### src/rtl/pipe_hazard_ctrl.sv
`default_nettype none
// ============================================================================
// Module   : pipe_hazard_ctrl
// Brief    : Hazard, redirect and forwarding control for the 5-stage pipeline,
//            including issue hold for the multi-cycle mul/div unit.
//            Optional macro BRANCH_FLUSH_EN: flush IF/ID on a taken redirect.
// Revision : 1.0 - initial release
// ============================================================================
module pipe_hazard_ctrl #(
    parameter int MD_LAT = 4
) (
    input  logic       clk,
    input  logic       clrn,
    input  logic [4:0] id_rs,
    input  logic [4:0] id_rt,
    input  logic       id_use_rs,
    input  logic       id_use_rt,
    input  logic       id_branch_taken,
    input  logic       id_jump,
    input  logic       id_is_md,
    input  logic       ex_wreg,
    input  logic       ex_m2reg,
    input  logic [4:0] ex_rn,
    input  logic       mem_wreg,
    input  logic       mem_m2reg,
    input  logic [4:0] mem_rn,
    output logic       stall,
    output logic [1:0] pcsource,
    output logic       flush_ifid,
    output logic       bubble_idex,
    output logic [1:0] fwd_a,
    output logic [1:0] fwd_b,
    output logic       md_start,
    output logic       md_busy
);

    typedef enum logic [0:0] {
        IDLE = 1'b0,
        BUSY = 1'b1
    } state_t;

    localparam logic [3:0] C_CNT_LOAD = 4'(MD_LAT - 1);

    state_t     state_q, state_d;
    logic [3:0] cnt_q, cnt_d;

    logic       load_use;
    logic       busy;
    logic       stall_raw;
    logic       md_start_raw;
    logic [1:0] pcsource_raw;
    logic [1:0] fwd_a_raw;
    logic [1:0] fwd_b_raw;

    // Register 0 is hardwired, so it never participates in any match.
    function automatic logic [1:0] fwd_sel(
        input logic [4:0] src,
        input logic       use_src,
        input logic       exw,
        input logic       exm,
        input logic [4:0] exrn,
        input logic       memw,
        input logic       memm,
        input logic [4:0] memrn
    );
        logic [1:0] sel;
        sel = 2'b00;
        if (use_src && (src != 5'd0)) begin
            if (exw && !exm && (exrn == src)) begin
                sel = 2'b01;
            end else if (memw && !memm && (memrn == src)) begin
                sel = 2'b10;
            end else if (memw && memm && (memrn == src)) begin
                sel = 2'b11;
            end
        end
        return sel;
    endfunction

    always_comb begin
        load_use = ex_wreg && ex_m2reg && (ex_rn != 5'd0) &&
                   ((id_use_rs && (id_rs == ex_rn)) ||
                    (id_use_rt && (id_rt == ex_rn)));
        busy         = (state_q == BUSY);
        stall_raw    = load_use || busy;
        md_start_raw = !busy && !load_use && id_is_md;

        pcsource_raw = 2'b00;
        if (!stall_raw) begin
            if (id_jump) begin
                pcsource_raw = 2'b10;
            end else if (id_branch_taken) begin
                pcsource_raw = 2'b01;
            end
        end

        fwd_a_raw = fwd_sel(id_rs, id_use_rs, ex_wreg, ex_m2reg, ex_rn,
                            mem_wreg, mem_m2reg, mem_rn);
        fwd_b_raw = fwd_sel(id_rt, id_use_rt, ex_wreg, ex_m2reg, ex_rn,
                            mem_wreg, mem_m2reg, mem_rn);
    end

    // Outputs are gated by clrn so they read zero for the whole reset window.
    always_comb begin
        stall       = clrn && stall_raw;
        bubble_idex = clrn && stall_raw;
        md_start    = clrn && md_start_raw;
        md_busy     = clrn && busy;
        pcsource    = clrn ? pcsource_raw : 2'b00;
        fwd_a       = clrn ? fwd_a_raw : 2'b00;
        fwd_b       = clrn ? fwd_b_raw : 2'b00;
`ifdef BRANCH_FLUSH_EN
        flush_ifid  = clrn && !stall_raw && (pcsource_raw != 2'b00);
`else
        flush_ifid  = 1'b0;
`endif
    end

    always_comb begin
        state_d = state_q;
        cnt_d   = cnt_q;
        case (state_q)
            IDLE: begin
                if (md_start_raw) begin
                    state_d = BUSY;
                    cnt_d   = C_CNT_LOAD;
                end
            end
            BUSY: begin
                if (cnt_q == 4'd1) begin
                    state_d = IDLE;
                    cnt_d   = 4'd0;
                end else begin
                    cnt_d = cnt_q - 4'd1;
                end
            end
            default: begin
                state_d = IDLE;
                cnt_d   = 4'd0;
            end
        endcase
    end

    always_ff @(posedge clk or negedge clrn) begin
        if (!clrn) begin
            state_q <= IDLE;
            cnt_q   <= 4'd0;
        end else begin
            state_q <= state_d;
            cnt_q   <= cnt_d;
        end
    end

endmodule
`default_nettype wire

### config.mk
export PLATFORM = sky130hd
export DESIGN_NAME = pipe_hazard_ctrl
export DESIGN_NICKNAME = d
export VERILOG_FILES = /design/src/rtl/pipe_hazard_ctrl.sv
export SDC_FILE = /design/constraint.sdc
export NUM_CORES = 1
export LEC_CHECK = 0
export ABC_AREA = 1
export BUFFER_PORTS_ARGS = -buffer_cell sky130_fd_sc_hd__buf_2
export CORE_MARGIN = 4
export CORE_UTILIZATION = 46
export CTS_BUF_LIST = sky130_fd_sc_hd__clkbuf_8
export CTS_CLUSTER_DIAMETER = 30
export DETAILED_ROUTE_END_ITERATION = 7
export PLACE_DENSITY = 0.82
export SYNTH_ARGS = -nofsm -noshare
export SYNTH_HDL_FRONTEND = slang
export SYNTH_SLANG_ARGS = --single-unit
### constraint.sdc
create_clock -name clk -period 2 [get_ports clk]
set_input_delay 0.6 -clock clk [delete_from_list [all_inputs] [get_ports clk]]
set_output_delay 0.6 -clock clk [all_outputs]
set_load 0.05 [all_outputs]
==> run metrics, run 1 <==
status=aborted with a tool error; Failed at=5_1_grt; tool error=[ERROR DPL-0038] Utilization greater than 100%, impossible to legalize; Root Driver=clkbuf_8; # rows=14; # IOs=between 40 and 50; Bufs on Longest Clock Path=2; yosys warns=0; DIE WIDTH=49.46 um; Seq cells post-synth=5; Clock Sinks=5; DP Wirelength=around 2100 um; IO buf count=40; routability cong.=between 0.8 and 0.9; initial core utilization=50.72%; die height=49.46 um; Yosys cell types=23; Syn Area/Cell=between 5 and 6 um2; CTS Buf Count=3; syn_nets=176; Mapped Area=just under 800 um2; pin count of the biggest net entering global routing=10; Seq/Total Area, Yosys=between 10% and 20%; worst ep type=output port; Cells after Synth=around 140; CTS HTree Levels=1; hold_buf cts=0; post-GRT worst EP=pcsource[1]
==> logic make-up after synthesis <==
| group | synth area share (%) |
|---|---|
| xor+xnor | 8.861 |
| simple gates | 50.16 |
| other cells | 0.4742 |
| buf+inv | 15.19 |
| flops | 15.82 |
| compound gates | 6.329 |
| fa+ha+maj | 3.164 |
==> through the flow <==
| stage | cell area, um2 | instances | worst slack, ns | util, % | TNS [ns] |
|---|---|---|---|---|---|
| floorplan | 884.6 | 143 | -0.2976 | - | -1.541 |
| global placement | 1191 | 211 | -0.4893 | 76.40 | -3.739 |
| detailed placement | 1191 | 211 | -0.5229 | 76.40 | -3.946 |
| CTS | 1464 | 216 | -0.3059 | 93.90 | -2.374 |
==> synth_stat cells <==
cell / instances / area, um2
conb_1: 1 / 3.750
xnor2_1: 2 / 17.52
buf_4: 2 / 15.01
xor2_1: 6 / 52.55
nor3_2: 1 / 10.01
dfrtp_1: 5 / 125.1
nand4_1: 5 / 31.28
nor4_1: 2 / 12.51
nor2_1: 7 / 26.28
nor3_1: 3 / 15.01
nand2_1: 53 / 198.9
nand2_2: 2 / 12.51
nand3_1: 12 / 60.06
nor2_2: 1 / 6.260
nand3_4: 1 / 17.52
ha_1: 2 / 25.02
a31oi_1: 1 / 6.260
inv_2: 6 / 22.52
inv_1: 22 / 82.58
o21ai_0: 4 / 20.02
nand2b_1: 1 / 6.260
o41ai_1: 1 / 8.760
a21oi_1: 3 / 15.01
==> repair_timing <==
action / in CTS
pin swaps: 20
endpoints found under the setup margin: 9
resized for setup: 61
buffers inserted: 1
==> run 2, diff against run 1 <==
- CORE_AREA: default -> 4 4 65 67
- CORE_MARGIN: 4 -> default
- CORE_UTILIZATION: 46 -> default
- CTS_BUF_LIST: sky130_fd_sc_hd__clkbuf_8 -> default
- CTS_CLUSTER_DIAMETER: 30 -> default
- DIE_AREA: default -> 0 0 69 71
- PLACE_DENSITY: 0.82 -> default
- PLACE_DENSITY_LB_ADDON: default -> 0.15
==> run 2 against run 1 <==
Net effect: the flow now finishes, with violations (negative setup slack); synthesized cell count unchanged; synthesized area unchanged.
==> run metrics, run 2 <==
vias in the first global route=approximately 1100; initial core utilization=21.76%; buffers and inverters on the worst path=3; hold_buf cts=0; Cells after Synth=143; most frequent cells in the layout=nand2_1, buf_6, buf_4, buf_2, nand2_2; Seq cells post-synth=5; yosys warns=0; Root Driver=clkbuf_8; Yosys top cell by area=nand2_1; Clock Sinks=5; maximum vdd drop=roughly 0.44 mV; pins over their slew limit=0; DRC=0; Reg2Reg Depth=7; DP Wirelength=around 2300 um; status=finished, violations left; drt wl/cell=about 12 um; reg2reg setup slack=~0.6 ns; r2r endpoint=cnt_q[3]; max reg flops=4; minimum clock period=between 2 and 2.5 ns; FILL cells=about 380; Die Area=between 4000 and 5000 um2; RSZ-0062 raised after global routing=true; CTS Buf Count=3; part of the cycle the worst path needs=117.2%; CP delay by family, top=buffers and inverters; CTS tree=done; DRT Pass-1 Iters=2; asr flop ratio synth=between 90% and 100%; Fmax=426.8 MHz; startpoint types=primary input; final wirelength=2960 um; syn_nets=~180; share of cells above drive strength 1=around three fifths; FF-to-FF Start=busy; CP Cell Sequence=buf_2 -> xor2_1 -> nor4_1 -> buf_4 -> nand3_2 -> a21oi_4 -> buf_6; Mapped Area=790.8 um2; Yosys cell types=23; # IOs=42; cell with the most instances after synthesis=nand2_1; Primary FF master, synth=dfrtp_1; max-cap violations=0; CP startpoint=id_rs[2]; initial antenna violation count=0; Antenna Nets Post-Route=0; Final Hold Fails=0; final cell count without fillers=around 250; IO buf count=40; CP max stage delay=approximately 0.26 ns; Placement Cell Area=~1300 um2; pwr dens=around 640 nW/um2; WS Path Type=primary input to output pin; crit end category=output pin; Hold Crit Class=primary input to asynchronous set/reset pin; die height=slightly above 70 um; Post-synth EDFFs=0; Clock Pin Slew Worst Setup and Hold Paths=approximately 0.040 ns; Bufs on Longest Clock Path=2; Yosys top cell area share=roughly a quarter; pre-CTS setup slack=-0.6007 ns; gr ovfl total=0; cell area after layout=around 1700 um2; clock skew=between 0.0006 and 0.0007 ns; DIE WIDTH=~69 um; overall global routing resource usage=10.91%; Syn Area/Cell=roughly 5.5 um2; Arr. time, crit path=between 1.5 and 2 ns; Largest Register=cnt_q; CP Depth=7; most frequent cells after synthesis=nand2_1, inv_1, nand3_1; commonest non-fill, non-tap cell in the layout=nand2_1; area of the core=between 3000 and 4000 um2; Antenna Cells=0; Clock Latency Late Sink=roughly 0.22 ns; # setup viols final=9; critical path data required time=1.40 ns; Leakage=roughly 0.00085 uW; Slowest-stage cell, CP=nor4_1; total number of vias=roughly 1100; Critical Path End=fwd_a[0]; top area cells in the synthesized netlist=nand2_1, dfrtp_1, inv_1, nand3_1, xor2_1; Via density=approximately 4.2; P&R area growth vs syn=112.3%; routability cong.=between 0.8 and 0.9; # rows=22; fin nets=between 200 and 250; crit-path max FO=3; Seq/Total Area, Yosys=roughly 16%; Cells after DPL=246; worst setup margin=-0.3431 ns; first-pass GRT wire length=4429 um; pin count of the biggest net entering global routing=10; Starting DRT DRC Count=34; failing checks=negative setup slack; CTS HTree Levels=1
run 2: cell counts after synthesis:
Identical to the previous run, type by type.
run 2: cell families after synthesis:
group / Yosys count / share of synthesized area, %
xor gates and xnor gates: 8 / 8.861
adders and majority gates: 2 / 3.164
buffers and inverters: 30 / 15.19
DFF: 5 / 15.82
other: 1 / 0.4742
and+or+nand+nor: 88 / 50.16
AOI/OAI and AO/OA: 9 / 6.329
run 2: what timing repair did:
action / in CTS / in global routing
gates resized for setup: 56 / 52
endpoints found under the hold margin: 0 / 0
gates cloned: 0 / 0
endpoints found under the setup margin: 9 / 9
setup buffers: 2 / 1
pin swaps: 16 / 23
run 2: routing by layer:
metal / GRT usage, % / part of all wire (%) / vias up / wire (um)
li1: - / - / 568 / -
met1: 12.18 / 41 / 481 / 1199
met2: 21.50 / 56 / 15 / 1658
met3: 1.989 / 2.8 / 2 / 82
met4: 1.952 / 0.64 / 0 / 19
met5: 0 / 0 / - / 0
run 2: report_power, final:
group	switching (uW)	internal, uW
logic	405	280
clock network	51.5	137
registers	40.2	152
run 2: how the worst min path moves through the flow:
stage / startpoint / to / slack [ns] / depth (start not counted)
2_1_floorplan: clrn / busy / 0.30 / 0
3_3_place_gp: cnt_q[3] / cnt_q[3] / 0.48 / 2
3_5_place_dp: cnt_q[1] / cnt_q[1] / 0.50 / 2
4_1_cts: clrn / cnt_q[2] / 0.31 / 2
5_1_grt: clrn / cnt_q[2] / 0.31 / 2
6_report: clrn / cnt_q[2] / 0.31 / 2
run 2: final cells by class:
| type | count | area, um2 | area share (%) |
|---|---|---|---|
| clock buffer | 4 | 45.04 | 2.683 |
| inverter | 28 | 135.1 | 8.048 |
| multi-input combinational | 108 | 778.2 | 46.35 |
| sequential | 5 | 125.1 | 7.452 |
| tap | 48 | 60.06 | 3.577 |
| timing repair buffer | 60 | 535.5 | 31.89 |
run 2: worst register-to-register path, stage by stage, from the launching register on:
cell and delay [ns]:
dfrtp_1 0.41, inv_2 0.23, nand3_4 0.12, buf_4 0.15, buf_4 0.12, buf_4 0.15
nand3_1 0.07, nand2_1 0.06
run 2: per-stage QoR:
stage | total power (uW) | hold slack, ns | util, % | TNS (ns)
floorplan | 603.3 | 0.3044 | - | -1.541
global placement | 740.5 | 0.4845 | 34.50 | -4.214
detailed placement | 756.0 | 0.5032 | 34.50 | -4.335
CTS | 1028 | 0.3094 | 41.56 | -2.690
global route | 1160 | 0.3115 | 46.21 | -3.062
finish | 1067 | 0.3101 | 46.21 | -2.624
No activity file was read; power rests on OpenSTA's default activity.
==> run 3, diff against run 2 <==
- ABC_CLOCK_PERIOD_IN_PS: default -> 2000
- CORE_AREA: 4 4 65 67 -> 2 2 63 65
- DIE_AREA: 0 0 69 71 -> 0 0 65 67
- MAX_ROUTING_LAYER: default -> met4
==> run 3 against run 2 <==
Net effect: the flow still finishes with violations (negative setup slack); sequential share of layout area shrank 0.33 points; final cell count grew 0.79%; routed wire length shrank 4.8%; hold slack gained 0.088 ns; total power grew 0.94%; via count grew 1.7%; die area shrank 11%; largest power group unchanged; largest cell class unchanged; setup slack gained 0.036 ns.
==> run metrics, run 3 (synthesized netlist as in run 2, its figures left out) <==
Clock power frac=17.4%; Reg2Reg Depth=6; WS Path Type=primary input to output pin; area of the core=between 3000 and 4000 um2; Slowest-stage cell, CP=nor4_2; Root Driver=clkbuf_8; routability cong.=about 0.78; Clock Pin Slew Worst Setup and Hold Paths=~0.040 ns; pins over their slew limit=0; Antenna Nets Post-Route=0; hold_ws=0.3977 ns; # IOs=between 40 and 50; first-pass GRT wire length=4726 um; pin count of the biggest net entering global routing=10; sw frac=between 40% and 50%; FILL cells=between 300 and 400; CP Cell Sequence=buf_8 -> nand2_4 -> o21ai_2 -> nor4_2 -> buf_4 -> nand3_4 -> a21oi_4 -> buf_6; startpoint types=primary input; minimum clock period=between 2 and 2.5 ns; Fmax=~430 MHz; vias in the first global route=around 1200; Bufs on Longest Clock Path=2; initial antenna violation count=0; share of cells above drive strength 1=approximately 64%; CTS Buf Count=3; gr ovfl total=0; Critical Path End=fwd_b[0]; DRC=0; buffers and inverters on the worst path=3; total number of vias=around 1100; r2r endpoint=cnt_q[1]; RSZ-0062 raised after global routing=true; Via density=roughly 4.3; # rows=22; status=finished, violations left; Final Hold Fails=0; DRT Pass-1 Iters=4; Placement Cell Area=around 1300 um2; reg2reg setup slack=between 0.7 and 0.8 ns; failing checks=negative setup slack; switching power=504.1 uW; fin nets=about 240; most frequent cells in the layout=nand2_1, buf_4, buf_6, nand2_2, buf_2; CP max stage delay=approximately 0.29 ns; crit end category=output pin; critical path data required time=about 1.4 ns; clock skew=~0.0035 ns; hold_buf cts=0; drt wl/cell=approximately 11 um; CTS HTree Levels=1; Antenna Cells=0; final wirelength=2819 um; Int Pwr=approximately 570 uW; Leakage=between 0.0008 and 0.0009 uW; # setup viols final=9; Pwr Total=1077 uW; DP Wirelength=~2200 um; CP Depth=8; CP delay by family, top=buffers and inverters; combinational share of power=between 60 and 70%; maximum vdd drop=about 0.54 mV; CP startpoint=id_rt[1]; crit-path max FO=3; die height=approximately 67 um; part of the cycle the worst path needs=115.4%; CTS tree=done; DIE WIDTH=65 um; Die Area=between 4000 and 5000 um2; max-cap violations=0; IO buf count=40; FF-to-FF Start=busy; Arr. time, crit path=about 1.7 ns; initial core utilization=21.93%; Hold Crit Class=primary input to asynchronous set/reset pin; commonest non-fill, non-tap cell in the layout=nand2_1; max reg flops=4; cell area after layout=between 1500 and 2000 um2; overall global routing resource usage=between 10 and 15%; pwr dens=roughly 610 nW/um2; sequential share of power=~18%; Largest Register=cnt_q; Clock Latency Late Sink=0.22 ns; Starting DRT DRC Count=14; Clock Sinks=5; worst setup margin=-0.3075 ns; P&R area growth vs syn=122.2%
run 3: cell count changes in the layout (fill, tap and decap cells not counted), sizes merged:
cell	delta
clkbuf	-1
buf	+3
run 3: worst min path at each step:
stage	start	to	slack, ns	depth (start not counted)
after CTS	clrn	cnt_q[3]	0.40	3
after global placement	cnt_q[3]	cnt_q[3]	0.48	2
final	clrn	cnt_q[3]	0.40	3
after floorplan	clrn	busy	0.30	0
after detailed placement	cnt_q[3]	cnt_q[3]	0.49	2
after global routing	clrn	cnt_q[3]	0.41	3
run 3: layout make-up:
| class | instances | area, um2 | area share (%) |
|---|---|---|---|
| sequential | 5 | 125.1 | 7.123 |
| timing repair buffer | 62 | 548.0 | 31.20 |
| tap | 48 | 60.06 | 3.419 |
| multi-input combinational | 108 | 845.8 | 48.15 |
| inverter | 28 | 132.6 | 7.550 |
| clock buffer | 4 | 45.04 | 2.564 |
run 3: metrics by stage:
stage / setup TNS (ns) / util [%] / setup WS, ns / instances
after floorplan: -1.541 / - / -0.2976 / 143
after global placement: -4.151 / 35.39 / -0.6235 / 249
after detailed placement: -4.263 / 35.39 / -0.6220 / 249
after CTS: -2.595 / 43.82 / -0.3944 / 255
after global routing: -3.271 / 48.72 / -0.3932 / 255
final: -2.528 / 48.72 / -0.3075 / 255
run 3: repair_timing:
action	in CTS	in global routing
endpoints found under the setup margin	9	9
setup buffers	2	0
pin swaps	20	24
resized for setup	67	47
run 3: power by group through the flow:
stage | registers (uW) | logic [uW] | clock network, uW
after global placement | 190 | 555 | 0
after global routing | 202 | 781 | 203
final | 196 | 694 | 187
after detailed placement | 196 | 564 | 0
after floorplan | 184 | 420 | 0
after CTS | 196 | 654 | 192
run 3: routing by layer:
layer,part of all wire [%],global-route usage (%)
met1,40,15.42
met2,57,27.71
met3,2.3,1.014
met4,0.53,3.989
met5,0,-
run 3: worst reg2reg max path, stage by stage, from the launching register on:
cell     delay (ns)
dfrtp_1        0.41
inv_2          0.22
nand3_4        0.12
buf_4          0.15
buf_4          0.15
nand3_1        0.07
nand2_1        0.05
